===== src/rtl/ram_scalar_port_b_arbiter.sv =====
// Round-robin arbiter with locked bursts for scalar RAM port B; registered command stage, read data tagged back per requester.
// Latency: gnt is combinational, the RAM command follows 1 cycle later, rvalid READ_LATENCY+1 cycles after gnt; a requester waits by holding req until gnt.
module ram_scalar_port_b_arbiter #(
  parameter int ADDR_W       = 14,
  parameter int DATA_W       = 24,
  parameter int READ_LATENCY = 2,
  parameter int MAX_BURST    = 8
) (
  input  logic              clk,
  input  logic              rst_n,
  input  logic              m0_req,
  input  logic              m0_we,
  input  logic              m0_lock,
  input  logic [ADDR_W-1:0] m0_addr,
  input  logic [DATA_W-1:0] m0_wdata,
  output logic              m0_gnt,
  output logic              m0_rvalid,
  output logic [DATA_W-1:0] m0_rdata,
  input  logic              m1_req,
  input  logic              m1_we,
  input  logic              m1_lock,
  input  logic [ADDR_W-1:0] m1_addr,
  input  logic [DATA_W-1:0] m1_wdata,
  output logic              m1_gnt,
  output logic              m1_rvalid,
  output logic [DATA_W-1:0] m1_rdata,
  output logic [ADDR_W-1:0] ram_address_b,
  output logic [DATA_W-1:0] ram_data_b,
  output logic              ram_rden_b,
  output logic              ram_wren_b,
  input  logic [DATA_W-1:0] ram_q_b
);

  typedef enum logic [1:0] {IDLE, OWN0, OWN1} state_t;

  typedef struct packed {
    logic              we;
    logic [ADDR_W-1:0] addr;
    logic [DATA_W-1:0] wdata;
  } cmd_t;

  // Owner keeps the bus while cnt < BURST_LAST; the grant at cnt == BURST_LAST is its last.
  localparam logic [3:0] BURST_LAST = 4'(MAX_BURST - 1);

  state_t     state, state_nxt;
  logic       ptr, ptr_nxt;
  logic [3:0] cnt, cnt_nxt;
  logic [1:0] req, lock, gnt_raw, gnt;
  logic       arb_en, arb_ptr, own, win;
  cmd_t       cmd0, cmd1, sel_cmd;

  logic [READ_LATENCY-1:0] pipe_vld;
  logic [READ_LATENCY-1:0] pipe_id;
  logic                    tail_vld, tail_id;

  assign req  = {m1_req, m1_lock & 1'b0} | {1'b0, m0_req};
  assign lock = {m1_lock, m0_lock};

  always_comb begin
    gnt_raw   = 2'b00;
    state_nxt = state;
    ptr_nxt   = ptr;
    cnt_nxt   = cnt;
    arb_en    = 1'b1;
    arb_ptr   = ptr;
    own       = 1'b0;
    win       = 1'b0;
    if (state != IDLE) begin
      own = (state == OWN1);
      if (req[own]) begin
        // The owner wins its exit cycle too; the other side gets priority afterwards.
        gnt_raw[own] = 1'b1;
        arb_en       = 1'b0;
        if (lock[own] && (cnt < BURST_LAST)) begin
          cnt_nxt = cnt + 4'd1;
        end else begin
          state_nxt = IDLE;
          ptr_nxt   = ~own;
          cnt_nxt   = '0;
        end
      end else begin
        state_nxt = IDLE;
        ptr_nxt   = ~own;
        cnt_nxt   = '0;
        arb_ptr   = ~own;
      end
    end
    if (arb_en && (req != 2'b00)) begin
      win          = (req == 2'b11) ? arb_ptr : req[1];
      gnt_raw[win] = 1'b1;
      if (lock[win] && (MAX_BURST > 1)) begin
        state_nxt = win ? OWN1 : OWN0;
        cnt_nxt   = 4'd1;
      end else begin
        state_nxt = IDLE;
        ptr_nxt   = ~win;
        cnt_nxt   = '0;
      end
    end
  end

  // Grants are held off while reset is asserted so every output reads 0.
  assign gnt    = gnt_raw & {2{rst_n}};
  assign m0_gnt = gnt[0];
  assign m1_gnt = gnt[1];

  always_ff @(posedge clk or negedge rst_n) begin
    if (!rst_n) begin
      state <= IDLE;
      ptr   <= 1'b0;
      cnt   <= '0;
    end else begin
      state <= state_nxt;
      ptr   <= ptr_nxt;
      cnt   <= cnt_nxt;
    end
  end

  assign cmd0    = '{we: m0_we, addr: m0_addr, wdata: m0_wdata};
  assign cmd1    = '{we: m1_we, addr: m1_addr, wdata: m1_wdata};
  assign sel_cmd = gnt[1] ? cmd1 : cmd0;

  always_ff @(posedge clk or negedge rst_n) begin
    if (!rst_n) begin
      ram_address_b <= '0;
      ram_data_b    <= '0;
      ram_rden_b    <= 1'b0;
      ram_wren_b    <= 1'b0;
    end else begin
      ram_rden_b <= (|gnt) & ~sel_cmd.we;
      ram_wren_b <= (|gnt) & sel_cmd.we;
      if (|gnt) begin
        ram_address_b <= sel_cmd.addr;
        ram_data_b    <= sel_cmd.wdata;
      end
    end
  end

  // Slot 0 lines up with the command on the RAM pins; the tail lines up with valid q_b.
  always_ff @(posedge clk or negedge rst_n) begin
    if (!rst_n) begin
      pipe_vld <= '0;
      pipe_id  <= '0;
    end else begin
      pipe_vld[0] <= (|gnt) & ~sel_cmd.we;
      pipe_id[0]  <= gnt[1];
      for (int i = 1; i < READ_LATENCY; i++) begin
        pipe_vld[i] <= pipe_vld[i-1];
        pipe_id[i]  <= pipe_id[i-1];
      end
    end
  end

  assign tail_vld = pipe_vld[READ_LATENCY-1];
  assign tail_id  = pipe_id[READ_LATENCY-1];

  always_ff @(posedge clk or negedge rst_n) begin
    if (!rst_n) begin
      m0_rvalid <= 1'b0;
      m1_rvalid <= 1'b0;
      m0_rdata  <= '0;
      m1_rdata  <= '0;
    end else begin
      m0_rvalid <= tail_vld & ~tail_id;
      m1_rvalid <= tail_vld & tail_id;
      if (tail_vld && !tail_id) m0_rdata <= ram_q_b;
      if (tail_vld && tail_id)  m1_rdata <= ram_q_b;
    end
  end

endmodule


===== config.mk =====
export PLATFORM = sky130hd
export DESIGN_NAME = ram_scalar_port_b_arbiter
export DESIGN_NICKNAME = d
export VERILOG_FILES = /design/src/rtl/ram_scalar_port_b_arbiter.sv
export SDC_FILE = /design/constraint.sdc
export NUM_CORES = 1
export LEC_CHECK = 0
export CAP_MARGIN = 20
export CORE_MARGIN = 2
export CORE_UTILIZATION = 41
export CTS_CLUSTER_SIZE = 28
export DETAILED_ROUTE_END_ITERATION = 10
export HOLD_SLACK_MARGIN = 0.15
export PLACE_DENSITY = 0.9
export SETUP_SLACK_MARGIN = 0.2
export SLEW_MARGIN = 5
export SYNTH_ARGS = -nofsm -noshare
export SYNTH_HDL_FRONTEND = slang
export SYNTH_SLANG_ARGS = --single-unit

===== constraint.sdc =====
create_clock -name clk -period 2.05 [get_ports clk]
set_input_delay 0.41 -clock clk [delete_from_list [all_inputs] [get_ports clk]]
set_output_delay 0.41 -clock clk [all_outputs]
set_load 0.005 [all_outputs]

==> out/qor.json, run 1 <==
{
  "outcome": {"value": "completed"},
  "synth-edff-count": {"value": 0},
  "avgRoutedWirePerCell": {"value": 17.18, "unit": "um"},
  "clk_transition_reported_paths": {"value": 0.09, "unit": "ns"},
  "final.fill_count": {"value": 815},
  "first_pass_iters": {"value": 5},
  "clock_skew": {"value": 0.01106, "unit": "ns"},
  "number_of_standard_cells_after_synthesis": {"value": 341},
  "grt_setup_unrepaired": {"value": "no"},
  "number_of_global_route_vias_before_repair": {"value": 3765},
  "min-delay-path-class": {"value": "in2async"},
  "detail_route.wirelength": {"value": 11750, "unit": "um"},
  "detail_route.iter0.violations": {"value": 129},
  "die-width": {"value": 106.6, "unit": "um"},
  "yosysWarnings": {"value": 0},
  "share_seq_of_total_power": {"value": 0.433},
  "combinationalPowerShare": {"value": 0.374},
  "required": {"value": 1.64, "unit": "ns"},
  "ys_ff_latch": {"value": 100},
  "cp_top_family": {"value": "buffers and inverters"},
  "critical_path.slowest_cell": {"value": "sky130_fd_sc_hd__clkdlybuf4s50_1"},
  "viasPerCell": {"value": 5.262},
  "total_power_consumption": {"value": 0.006723, "unit": "W"},
  "max_clock_freq": {"value": 588.9, "unit": "MHz"},
  "cp_data_arrival_time": {"value": 1.29, "unit": "ns"},
  "pwr_density_cell": {"value": 1003, "unit": "nW/um^2"},
  "internal_power": {"value": 0.004850, "unit": "W"},
  "tritoncts": {"value": "done"},
  "place_hpwl": {"value": 8579, "unit": "um"},
  "number_of_antenna_violations_at_the_first_check_in_global_routing": {"value": 0},
  "layout.nets": {"value": 652},
  "place.port_buffers": {"value": 199},
  "globalRouteTotalUtil": {"value": 0.2060},
  "total_switching_power": {"value": 0.001873, "unit": "W"},
  "via_count": {"value": 3599},
  "area_delta_synth_final": {"value": 55.38, "unit": "%"},
  "cp-end-kind": {"value": "output port"},
  "crit_path_start_kind": {"value": "register"},
  "grt-ovfl-total": {"value": 0},
  "power.ir.vdd_worst": {"value": 0.0004880, "unit": "V"},
  "yosysTopAreaCell": {"value": "sky130_fd_sc_hd__dfrtp_1"},
  "grt_start_max_net_pins": {"value": 63},
  "hold_violation_count_in_the_final_report": {"value": 0},
  "timing.final.crit_period": {"value": 1.698, "unit": "ns"},
  "slew-limit-headroom": {"value": 0.5103},
  "pleak": {"value": 2.751, "unit": "nW"},
  "clock-sinks": {"value": 100},
  "cts_htree_levels": {"value": 3},
  "syn_nets": {"value": 450},
  "chipHeight": {"value": 106.6, "unit": "um"},
  "synth_seq_area_share": {"value": 0.5799},
  "synth_top_cell_area_share": {"value": 0.5799},
  "layout_cell_share_with_drive_strength_beyond_1": {"value": 0.1661},
  "ys_async_sr_fraction": {"value": 1.000},
  "cts_root_buffer": {"value": "sky130_fd_sc_hd__clkbuf_8"},
  "dp_cells": {"value": 666},
  "crit_path_max_fanout": {"value": 2},
  "placementRows": {"value": 37},
  "path_cells": {"value": "clkdlybuf4s50_1"},
  "synthDistinctLibCells": {"value": 33},
  "ys.flop_type": {"value": "sky130_fd_sc_hd__dfrtp_1"},
  "post_synth_instance_area": {"value": 4315, "unit": "um^2"},
  "finalCritPeriodShare": {"value": 0.8283},
  "most_area_consuming_cells_after_synthesis": {"value": "sky130_fd_sc_hd__dfrtp_1 58%, sky130_fd_sc_hd__mux2_2 13%, sky130_fd_sc_hd__mux2i_1 8.8%, sky130_fd_sc_hd__nand4_1 5.5%, sky130_fd_sc_hd__o21ai_1 4.6%"},
  "setup_viol_count_final": {"value": 0},
  "clock_power_share": {"value": 0.193},
  "gpl.final_weighted_congestion": {"value": 0.8936},
  "cts.path.max_buffers": {"value": 2},
  "tritoncts.num_buffers": {"value": 9},
  "drv_cap": {"value": 0},
  "worst-setup-path-type": {"value": "reg2out"},
  "timing_worst_slew_pin_value": {"value": 0.7345, "unit": "ns"},
  "final_cells": {"value": 684},
  "num_io_pins": {"value": 200},
  "drt.antenna.violating_nets": {"value": 0},
  "grt_first_pass_wirelength": {"value": 18310, "unit": "um"},
  "die_area": {"value": 11360, "unit": "um^2"},
  "remaining_drc_errors": {"value": 0},
  "crit_buf_inv": {"value": 1},
  "max_stage_delay": {"value": 0.55, "unit": "ns"},
  "clock_latency": {"value": 0.36, "unit": "ns"},
  "antenna-diode-count": {"value": 0},
  "coreArea": {"value": 10280, "unit": "um^2"},
  "avgSynthCellArea": {"value": 12.66, "unit": "um^2"},
  "power_switching_share": {"value": 0.2787},
  "initial_utilization": {"value": 0.4199},
  "report.final.slew_viol_count": {"value": 0}
}
-- Yosys cell counts, types with 3 or more instances --
cell type	count
sky130_fd_sc_hd__inv_1	6
sky130_fd_sc_hd__o21ai_0	4
sky130_fd_sc_hd__clkbuf_1	15
sky130_fd_sc_hd__buf_6	4
sky130_fd_sc_hd__dfrtp_1	100
sky130_fd_sc_hd__buf_2	9
sky130_fd_sc_hd__o21ai_1	40
sky130_fd_sc_hd__a22o_1	3
sky130_fd_sc_hd__nand4_1	38
sky130_fd_sc_hd__mux2i_1	38
sky130_fd_sc_hd__a21oi_1	3
sky130_fd_sc_hd__nand2_1	6
sky130_fd_sc_hd__mux2_2	48
sky130_fd_sc_hd__nand3_1	4
-- power by group through the flow --
stage                     Combinational, W  Sequential (W)  Clock [W]
after floorplan                   0.000808         0.00295          0
after global placement             0.00244         0.00291          0
after detailed placement           0.00253         0.00295          0
after CTS                          0.00255         0.00291    0.00134
after global routing               0.00271         0.00298    0.00143
final                              0.00252         0.00291    0.00130
-- cells by family after synthesis --
kind of cell    share of synthesized area
fa+ha+maj                        0.002899
simple gates                      0.08119
mux                                0.2134
buf+inv                           0.04088
compound gates                    0.08176
flops                              0.5799
-- sequential cells by signal, indices dropped and copies added (netlist names) --
register / count
cnt: 4
m0_rdata: 24
m0_rvalid: 1
m1_rdata: 24
m1_rvalid: 1
pipe_id: 2
pipe_vld: 2
ptr: 1
ram_address_b: 14
ram_data_b: 24
ram_wren_b: 1
state: 2
-- path summary, 6_finish.rpt --
check | startpoint | end | slack (ns) | cells past startpoint
setup / recovery | pipe_vld[0] | ram_rden_b | 0.35 | 1
hold reg to reg | pipe_id[0] | pipe_id[1] | 0.37 | 0
max in group asynchronous | rst_n | ram_address_b[13] | 1.14 | 3
hold / removal | rst_n | state[0] | 0.17 | 2
min in group clk | pipe_id[0] | pipe_id[1] | 0.37 | 0
setup reg to reg | state[1] | ram_address_b[2] | 0.39 | 6
-- worst reg2reg max path, delay by kind of cell (launching register included) --
family	cells	cell delay (ns)
AOI/OAI and AO/OA	2	0.26
buffers and inverters	2	0.41
DFF	1	0.41
muxes	1	0.30
and+or+nand+nor	1	0.16
-- layer usage --
layer / wire (um) / track usage / up-vias
met4: 200 / 0.06586 / 0
met5: 0 / 0 / -
met1: 4795 / 0.2451 / 1765
met2: 5992 / 0.3635 / 151
met3: 764 / 0.05410 / 17
li1: - / - / 1666
-- cells in the final DEF (no fill, tap or decap), types with 2 or more instances in the layout --
| cell | count |
|---|---|
| sky130_fd_sc_hd__nand2_1 | 6 |
| sky130_fd_sc_hd__inv_1 | 6 |
| sky130_fd_sc_hd__nand2b_1 | 2 |
| sky130_fd_sc_hd__nand4_1 | 38 |
| sky130_fd_sc_hd__inv_6 | 2 |
| sky130_fd_sc_hd__buf_4 | 20 |
| sky130_fd_sc_hd__clkbuf_8 | 10 |
| sky130_fd_sc_hd__dlygate4sd2_1 | 2 |
| sky130_fd_sc_hd__o211ai_1 | 2 |
| sky130_fd_sc_hd__o21ai_0 | 4 |
| sky130_fd_sc_hd__nand3_1 | 4 |
| sky130_fd_sc_hd__mux2_2 | 48 |
| sky130_fd_sc_hd__mux2i_1 | 38 |
| sky130_fd_sc_hd__clkbuf_2 | 2 |
| sky130_fd_sc_hd__clkdlybuf4s50_1 | 194 |
| sky130_fd_sc_hd__o21a_1 | 2 |
| sky130_fd_sc_hd__dfrtp_1 | 100 |
| sky130_fd_sc_hd__a21oi_1 | 3 |
| sky130_fd_sc_hd__o21ai_1 | 39 |
| sky130_fd_sc_hd__a22o_1 | 3 |
-- final cells by class --
cell class	instances	area (um^2)	area share
multi-input cells	206	1654	0.2467
repair buffers	220	2150	0.3206
flip-flops and latches	100	2502	0.3732
well taps	136	170.2	0.02538
clock inverters	6	68.82	0.01026
inverters	6	22.52	0.003359
clock buffers	10	137.6	0.02053
-- metrics by stage --
stage	utilization	hold slack (ns)	worst slack, ns	instance area (um^2)	setup TNS [ns]
after global routing	0.6524	0.1953	0.2404	6705	0
after detailed placement	0.6306	0.3504	-0.2494	6481	-6.064
final	0.6524	0.1682	0.3520	6705	0
after CTS	0.6534	0.1631	0.2220	6715	0
after global placement	0.6306	0.3333	-0.2507	6481	-4.951
after floorplan	-	0.1144	0.4341	4315	0
-- repair_timing --
action                                  in CTS  in global routing
resized for setup                            8                  2
pin swaps                                    1                  1
hold endpoints to repair                    15                  0
endpoints found under the setup margin       3                  2
setup buffers                                1                  0
hold buffers                                 1                  0
(Power assumes the default switching activity.)
==> inputs of run 2 (changes only) <==
Clock period 2.05 ns to 1.6 ns, I/O delays scaled along.
==> out/qor.json, run 2 (synthesis gave the netlist of run 1 again) <==
{
  "slew-limit-headroom": {"value": 0.5053, "change": "-0.004994"},
  "place_area": {"value": 6589, "unit": "um^2", "change": "+1.7%"},
  "max_clock_freq": {"value": 577.3, "unit": "MHz"},
  "avgRoutedWirePerCell": {"value": 17.92, "unit": "um", "change": "+4.3%"},
  "crit_buf_inv": {"value": 1, "change": "unchanged"},
  "place_hpwl": {"value": 8858, "unit": "um", "change": "+3.3%"},
  "detail_route.wirelength": {"value": 12760, "unit": "um", "change": "+8.6%"},
  "worstReg2RegEnd": {"value": "ram_data_b[6]"},
  "num_io_pins": {"value": 200, "change": "unchanged"},
  "worst-setup-path-type": {"value": "reg2out"},
  "power.ir.vdd_worst": {"value": 0.0006193, "unit": "V", "change": "+27%"},
  "cp-end-kind": {"value": "output port"},
  "clock-sinks": {"value": 100, "change": "unchanged"},
  "crit_path_max_fanout": {"value": 4, "change": "+2"},
  "pwr_density_cell": {"value": 1202, "unit": "nW/um^2", "change": "+20%"},
  "outcome": {"value": "finished, violations left"},
  "cts.path.max_buffers": {"value": 2, "change": "unchanged"},
  "report.final.slew_viol_count": {"value": 0, "change": "unchanged"},
  "dp_slack": {"value": -0.5750, "unit": "ns", "change": "-0.3256 ns"},
  "detail_route.iter0.violations": {"value": 186, "change": "+44%"},
  "finalCritPeriodShare": {"value": 1.083},
  "cp_top_family": {"value": "compound AO/OA/AOI/OAI gates"},
  "remaining_drc_errors": {"value": 0, "change": "unchanged"},
  "final_common_cell": {"value": "sky130_fd_sc_hd__clkdlybuf4s50_1"},
  "setup_viol_count_final": {"value": 31, "change": "+31"},
  "area_delta_synth_final": {"value": 63.18, "unit": "%"},
  "gpl.final_weighted_congestion": {"value": 0.9108, "change": "+1.9%"},
  "path_depth": {"value": 3, "change": "+2"},
  "antenna-diode-count": {"value": 0, "change": "unchanged"},
  "drv_cap": {"value": 0, "change": "unchanged"},
  "chipHeight": {"value": 106.6, "unit": "um", "change": "unchanged"},
  "grt_setup_unrepaired": {"value": "yes"},
  "die_area": {"value": 11360, "unit": "um^2", "change": "unchanged"},
  "drt.antenna.violating_nets": {"value": 0, "change": "unchanged"},
  "timing.final.crit_period": {"value": 1.732, "unit": "ns"},
  "max_stage_delay": {"value": 0.45, "unit": "ns", "change": "-0.10 ns"},
  "crit_start": {"value": "state[1]"},
  "die-width": {"value": 106.6, "unit": "um", "change": "unchanged"},
  "finish.instance_area": {"value": 7042, "unit": "um^2", "change": "+5.0%"},
  "setup_tns": {"value": -1.023, "unit": "ns", "change": "-1.023 ns"},
  "number_of_antenna_violations_at_the_first_check_in_global_routing": {"value": 0, "change": "unchanged"},
  "coreArea": {"value": 10280, "unit": "um^2", "change": "unchanged"},
  "timing_worst_slew_pin_value": {"value": 0.7420, "unit": "ns", "change": "+0.007492 ns"},
  "grt_first_pass_wirelength": {"value": 19820, "unit": "um", "change": "+8.2%"},
  "min-delay-path-class": {"value": "in2async"},
  "worst_slack": {"value": -0.1321, "unit": "ns", "change": "-0.4842 ns"},
  "layout_cell_share_with_drive_strength_beyond_1": {"value": 0.2205, "change": "+0.05443"},
  "place.port_buffers": {"value": 199, "change": "unchanged"},
  "tritoncts": {"value": "done"},
  "clk_transition_reported_paths": {"value": 0.10, "unit": "ns", "change": "about the same"},
  "initial_utilization": {"value": 0.4199, "change": "unchanged"},
  "tritoncts.num_buffers": {"value": 9, "change": "unchanged"},
  "viasPerCell": {"value": 5.308, "change": "+0.87%"},
  "hold_slack": {"value": 0.1387, "unit": "ns", "change": "-0.02949 ns"},
  "cp_data_arrival_time": {"value": 1.41, "unit": "ns", "change": "+0.12 ns"},
  "first_pass_iters": {"value": 4, "change": "-1"},
  "clock_latency": {"value": 0.35, "unit": "ns", "change": "about the same"},
  "via_count": {"value": 3779, "change": "+5.0%"},
  "clock_skew": {"value": 0.01210, "unit": "ns", "change": "+0.001037 ns"},
  "grt-ovfl-total": {"value": 0, "change": "unchanged"},
  "required": {"value": 1.28, "unit": "ns", "change": "-0.36 ns"},
  "failed_checks": {"value": "negative setup slack"},
  "timing.reg2reg.setup_slack": {"value": -0.07, "unit": "ns", "change": "-0.46 ns"},
  "globalRouteTotalUtil": {"value": 0.2211, "change": "+0.01516"},
  "layout.nets": {"value": 681, "change": "+4.4%"},
  "critical_path.slowest_cell": {"value": "sky130_fd_sc_hd__o311a_4"},
  "largest_registers": {"value": "m0_rdata (24), m1_rdata (24), ram_data_b (24)"},
  "path_cells": {"value": "nor2_4 > o311a_4 > buf_6"},
  "placementRows": {"value": 37, "change": "unchanged"},
  "pleak": {"value": 3.125, "unit": "nW", "change": "+14%"},
  "regToRegStartpoint": {"value": "state[1]"},
  "crit_path_start_kind": {"value": "register"},
  "most-common-layout-cells": {"value": "105 x sky130_fd_sc_hd__clkdlybuf4s50_1, 99 x sky130_fd_sc_hd__dfrtp_1, 89 x sky130_fd_sc_hd__dlygate4sd2_1"},
  "cts_root_buffer": {"value": "sky130_fd_sc_hd__clkbuf_8"},
  "cts_htree_levels": {"value": 3, "change": "unchanged"},
  "number_of_global_route_vias_before_repair": {"value": 3880, "change": "+3.1%"},
  "postLayoutCoreUtil": {"value": 0.6852, "change": "+0.03275"},
  "r2r.worst_path.cells": {"value": 7, "change": "+1"},
  "grt_start_max_net_pins": {"value": 51, "change": "-19%"},
  "hold_violation_count_in_the_final_report": {"value": 0, "change": "unchanged"}
}
run 2: final cells by class:
class,count,area [um^2]
inverter,6,22.52
timing repair buffer,249,2417
tap,136,170.2
fill,779,3236
multi-input combinational,206,1717
clock inverter,6,87.58
clock buffer,9,123.9
sequential,100,2504
run 2: worst register-to-register path, cell delays in order, from the launching register on:
cell and delay (ns):
sky130_fd_sc_hd__dfrtp_1 0.41, sky130_fd_sc_hd__nor2_4 0.06, sky130_fd_sc_hd__o311a_4 0.45, sky130_fd_sc_hd__buf_6 0.16, sky130_fd_sc_hd__buf_16 0.12, sky130_fd_sc_hd__buf_4 0.13
sky130_fd_sc_hd__mux2i_1 0.13, sky130_fd_sc_hd__o21ai_1 0.08
run 2: per-stage QoR:
step | power (W) | cells
detailed placement | 0.007071 | 676
global placement | 0.006910 | 676
floorplan | 0.004838 | 341
CTS | 0.008493 | 709
finish | 0.008462 | 712
global route | 0.008945 | 712
run 2: how the worst max path moves through the flow:
stage                            end
global route                  m0_gnt
detailed placement    ram_data_b[21]
CTS                           m1_gnt
finish                        m0_gnt
floorplan           ram_address_b[0]
global placement              m1_gnt
run 2: per-layer routing:
metal	vias up	global-route usage	wire (um)
met5	-	0	0
met4	0	0.07607	207
met3	24	0.05167	926
met2	169	0.3885	6571
met1	1859	0.2665	5054
li1	1727	-	-
run 2: timing repair:
item / CTS / global route
hold buffers: 3 / 0
gates cloned: 3 / 0
pin swaps: 6 / 4
setup endpoints to repair: 139 / 66
hold endpoints to repair: 26 / 0
setup buffers: 12 / 3
resized for setup: 118 / 13
run 2: power breakdown:
part	switching, W	internal (W)
Clock	0.000849	0.000876
Sequential	0.000398	0.00330
Combinational	0.00118	0.00186
Total	0.00243	0.00604
==> inputs of run 3 (changes only) <==
Settings changed: SKIP_CTS_REPAIR_TIMING from default to 1.
==> out/qor.json, run 3 (synthesis gave the netlist of run 1 again) <==
{
  "grt-ovfl-total": {"value": 0, "change": "unchanged"},
  "finalCritPeriodShare": {"value": 1.089, "change": "+0.006184"},
  "crit_path_start_kind": {"value": "register"},
  "grt_setup_unrepaired": {"value": "yes"},
  "avgRoutedWirePerCell": {"value": 18.35, "unit": "um", "change": "+2.4%"},
  "cp-end-kind": {"value": "output port"},
  "clock_power_share": {"value": 0.197, "change": "-0.007"},
  "pleak": {"value": 3.879, "unit": "nW", "change": "+24%"},
  "dp_slack": {"value": -0.5750, "unit": "ns", "change": "unchanged"},
  "worst_slack": {"value": -0.1420, "unit": "ns", "change": "-0.009894 ns"},
  "setup_viol_count_final": {"value": 29, "change": "-6.5%"},
  "grt_start_max_net_pins": {"value": 56, "change": "+9.8%"},
  "antenna-diode-count": {"value": 0, "change": "unchanged"},
  "outcome": {"value": "finished, violations left"},
  "failed_checks": {"value": "negative setup slack"},
  "cts.path.max_buffers": {"value": 2, "change": "unchanged"},
  "globalRouteTotalUtil": {"value": 0.2085, "change": "-0.01258"},
  "gpl.final_weighted_congestion": {"value": 0.9108, "change": "unchanged"},
  "worstReg2RegEnd": {"value": "ptr"},
  "clk_transition_reported_paths": {"value": 0.10, "unit": "ns", "change": "about the same"},
  "slew-limit-headroom": {"value": 0.5684, "change": "+0.06308"},
  "detail_route.wirelength": {"value": 13080, "unit": "um", "change": "+2.5%"},
  "cp_top_family": {"value": "flip-flops"},
  "drt.antenna.violating_nets": {"value": 0, "change": "unchanged"},
  "num_io_pins": {"value": 200, "change": "unchanged"},
  "hold_violation_count_in_the_final_report": {"value": 0, "change": "unchanged"},
  "internal_power": {"value": 0.006327, "unit": "W", "change": "+4.8%"},
  "critical_path.slowest_cell": {"value": "sky130_fd_sc_hd__dfrtp_1"},
  "clock_skew": {"value": 0.01148, "unit": "ns", "change": "-0.0006181 ns"},
  "area_delta_synth_final": {"value": 70.51, "unit": "%"},
  "r2r.worst_path.cells": {"value": 6, "change": "-1"},
  "tritoncts": {"value": "done"},
  "timing_worst_slew_pin_value": {"value": 0.6474, "unit": "ns", "change": "-0.09462 ns"},
  "initial_utilization": {"value": 0.4199, "change": "unchanged"},
  "path_cells": {"value": "nor2_2 > buf_4 > o21ai_4 > nand3_2 > inv_2 > buf_6"},
  "timing.final.crit_period": {"value": 1.742, "unit": "ns", "change": "+0.009894 ns"},
  "power_switching_share": {"value": 0.2802, "change": "-0.006470"},
  "crit_buf_inv": {"value": 3, "change": "+2"},
  "pwr_density_cell": {"value": 1195, "unit": "nW/um^2", "change": "-0.59%"},
  "finish.instance_area": {"value": 7358, "unit": "um^2", "change": "+4.5%"},
  "die-width": {"value": 106.6, "unit": "um", "change": "unchanged"},
  "required": {"value": 1.28, "unit": "ns", "change": "about the same"},
  "viasPerCell": {"value": 5.313, "change": "about the same"},
  "die_area": {"value": 11360, "unit": "um^2", "change": "unchanged"},
  "share_seq_of_total_power": {"value": 0.422, "change": "-0.015"},
  "max_clock_freq": {"value": 574.0, "unit": "MHz", "change": "-0.57%"},
  "coreArea": {"value": 10280, "unit": "um^2", "change": "unchanged"},
  "total_switching_power": {"value": 0.002464, "unit": "W", "change": "+1.5%"},
  "layout.nets": {"value": 682, "change": "+0.15%"},
  "place_area": {"value": 6589, "unit": "um^2", "change": "unchanged"},
  "cts_root_buffer": {"value": "sky130_fd_sc_hd__clkbuf_8"},
  "remaining_drc_errors": {"value": 0, "change": "unchanged"},
  "crit_start": {"value": "state[1]"},
  "chipHeight": {"value": 106.6, "unit": "um", "change": "unchanged"},
  "combinationalPowerShare": {"value": 0.381, "change": "+0.022"},
  "detail_route.iter0.violations": {"value": 206, "change": "+11%"},
  "placementRows": {"value": 37, "change": "unchanged"},
  "via_count": {"value": 3788, "change": "+0.24%"},
  "report.final.slew_viol_count": {"value": 0, "change": "unchanged"},
  "cp_data_arrival_time": {"value": 1.42, "unit": "ns", "change": "about the same"},
  "number_of_antenna_violations_at_the_first_check_in_global_routing": {"value": 0, "change": "unchanged"},
  "hold_slack": {"value": 0.1520, "unit": "ns", "change": "+0.01325 ns"},
  "first_pass_iters": {"value": 4, "change": "unchanged"},
  "place_hpwl": {"value": 8858, "unit": "um", "change": "unchanged"},
  "clock-sinks": {"value": 100, "change": "unchanged"},
  "most-common-layout-cells": {"value": "105 x sky130_fd_sc_hd__clkdlybuf4s50_1, 99 x sky130_fd_sc_hd__dfrtp_1, 91 x sky130_fd_sc_hd__dlymetal6s2s_1"},
  "max_stage_delay": {"value": 0.41, "unit": "ns", "change": "-0.04 ns"},
  "place.port_buffers": {"value": 199, "change": "unchanged"},
  "min-delay-path-class": {"value": "in2async"},
  "drv_cap": {"value": 0, "change": "unchanged"},
  "power.ir.vdd_worst": {"value": 0.0006253, "unit": "V", "change": "+0.98%"},
  "cts_htree_levels": {"value": 3, "change": "unchanged"},
  "tritoncts.num_buffers": {"value": 9, "change": "unchanged"},
  "grt_first_pass_wirelength": {"value": 18750, "unit": "um", "change": "-5.4%"},
  "worst-setup-path-type": {"value": "reg2out"},
  "crit_path_max_fanout": {"value": 2, "change": "-2"},
  "largest_registers": {"value": "m0_rdata (24), m1_rdata (24), ram_data_b (24)"},
  "timing.reg2reg.setup_slack": {"value": -0.05, "unit": "ns", "change": "+0.02 ns"},
  "layout_cell_share_with_drive_strength_beyond_1": {"value": 0.2305, "change": "+0.01002"},
  "postLayoutCoreUtil": {"value": 0.7160, "change": "+0.03080"},
  "clock_latency": {"value": 0.35, "unit": "ns", "change": "about the same"},
  "regToRegStartpoint": {"value": "state[1]"},
  "number_of_global_route_vias_before_repair": {"value": 3722, "change": "-4.1%"},
  "final_common_cell": {"value": "sky130_fd_sc_hd__clkdlybuf4s50_1"}
}
## run 3: cell count changes in the layout (fill, tap and decap cells not counted), sizes merged
cell and delta:
clkdlybuf4s15 -1, dlymetal6s2s +90, dlymetal6s4s -1, clkbuf +3, dlygate4sd3 -1, dlygate4sd2 -89
## run 3: power groups by stage
stage / logic (W) / clock network (W) / registers [W]
floorplan: 0.00105 / 0 / 0.00379
CTS: 0.00331 / 0.00178 / 0.00373
global route: 0.00359 / 0.00187 / 0.00380
global placement: 0.00319 / 0 / 0.00372
detailed placement: 0.00330 / 0 / 0.00377
finish: 0.00335 / 0.00173 / 0.00371
## run 3: how the worst max path moves through the flow
stage                     slack (ns)               end  cells after the start
after detailed placement       -0.57    ram_data_b[21]                      7
final                          -0.14            m1_gnt                      6
after global routing           -0.19            m1_gnt                      6
after floorplan                 0.16  ram_address_b[0]                      6
after global placement         -0.50            m1_gnt                      5
after CTS                      -0.59            m1_gnt                      6
## run 3: per-layer routing
layer	share of wire	wire length [um]	global-route usage	up-vias
met1	0.39	5121	0.2573	1863
met5	0	0	0	-
met2	0.53	6916	0.3672	181
met3	0.069	908	0.04802	19
li1	-	-	-	1725
met4	0.010	134	0.05751	0
## run 3: area by class of cell
cell class | count | area [um^2]
clock buffer | 9 | 123.9
clock inverter | 6 | 87.58
fill | 689 | 2919
inverter | 6 | 22.52
multi-input combinational | 206 | 1744
sequential | 100 | 2504
tap | 136 | 170.2
timing repair buffer | 250 | 2706
## run 3: metrics by stage
step	std cells	setup TNS [ns]	total power, W
after floorplan	341	0	0.004838
after global placement	676	-18.54	0.006910
after detailed placement	676	-20.94	0.007071
after CTS	691	-5.790	0.008812
after global routing	713	-3.133	0.009260
final	713	-0.7667	0.008791
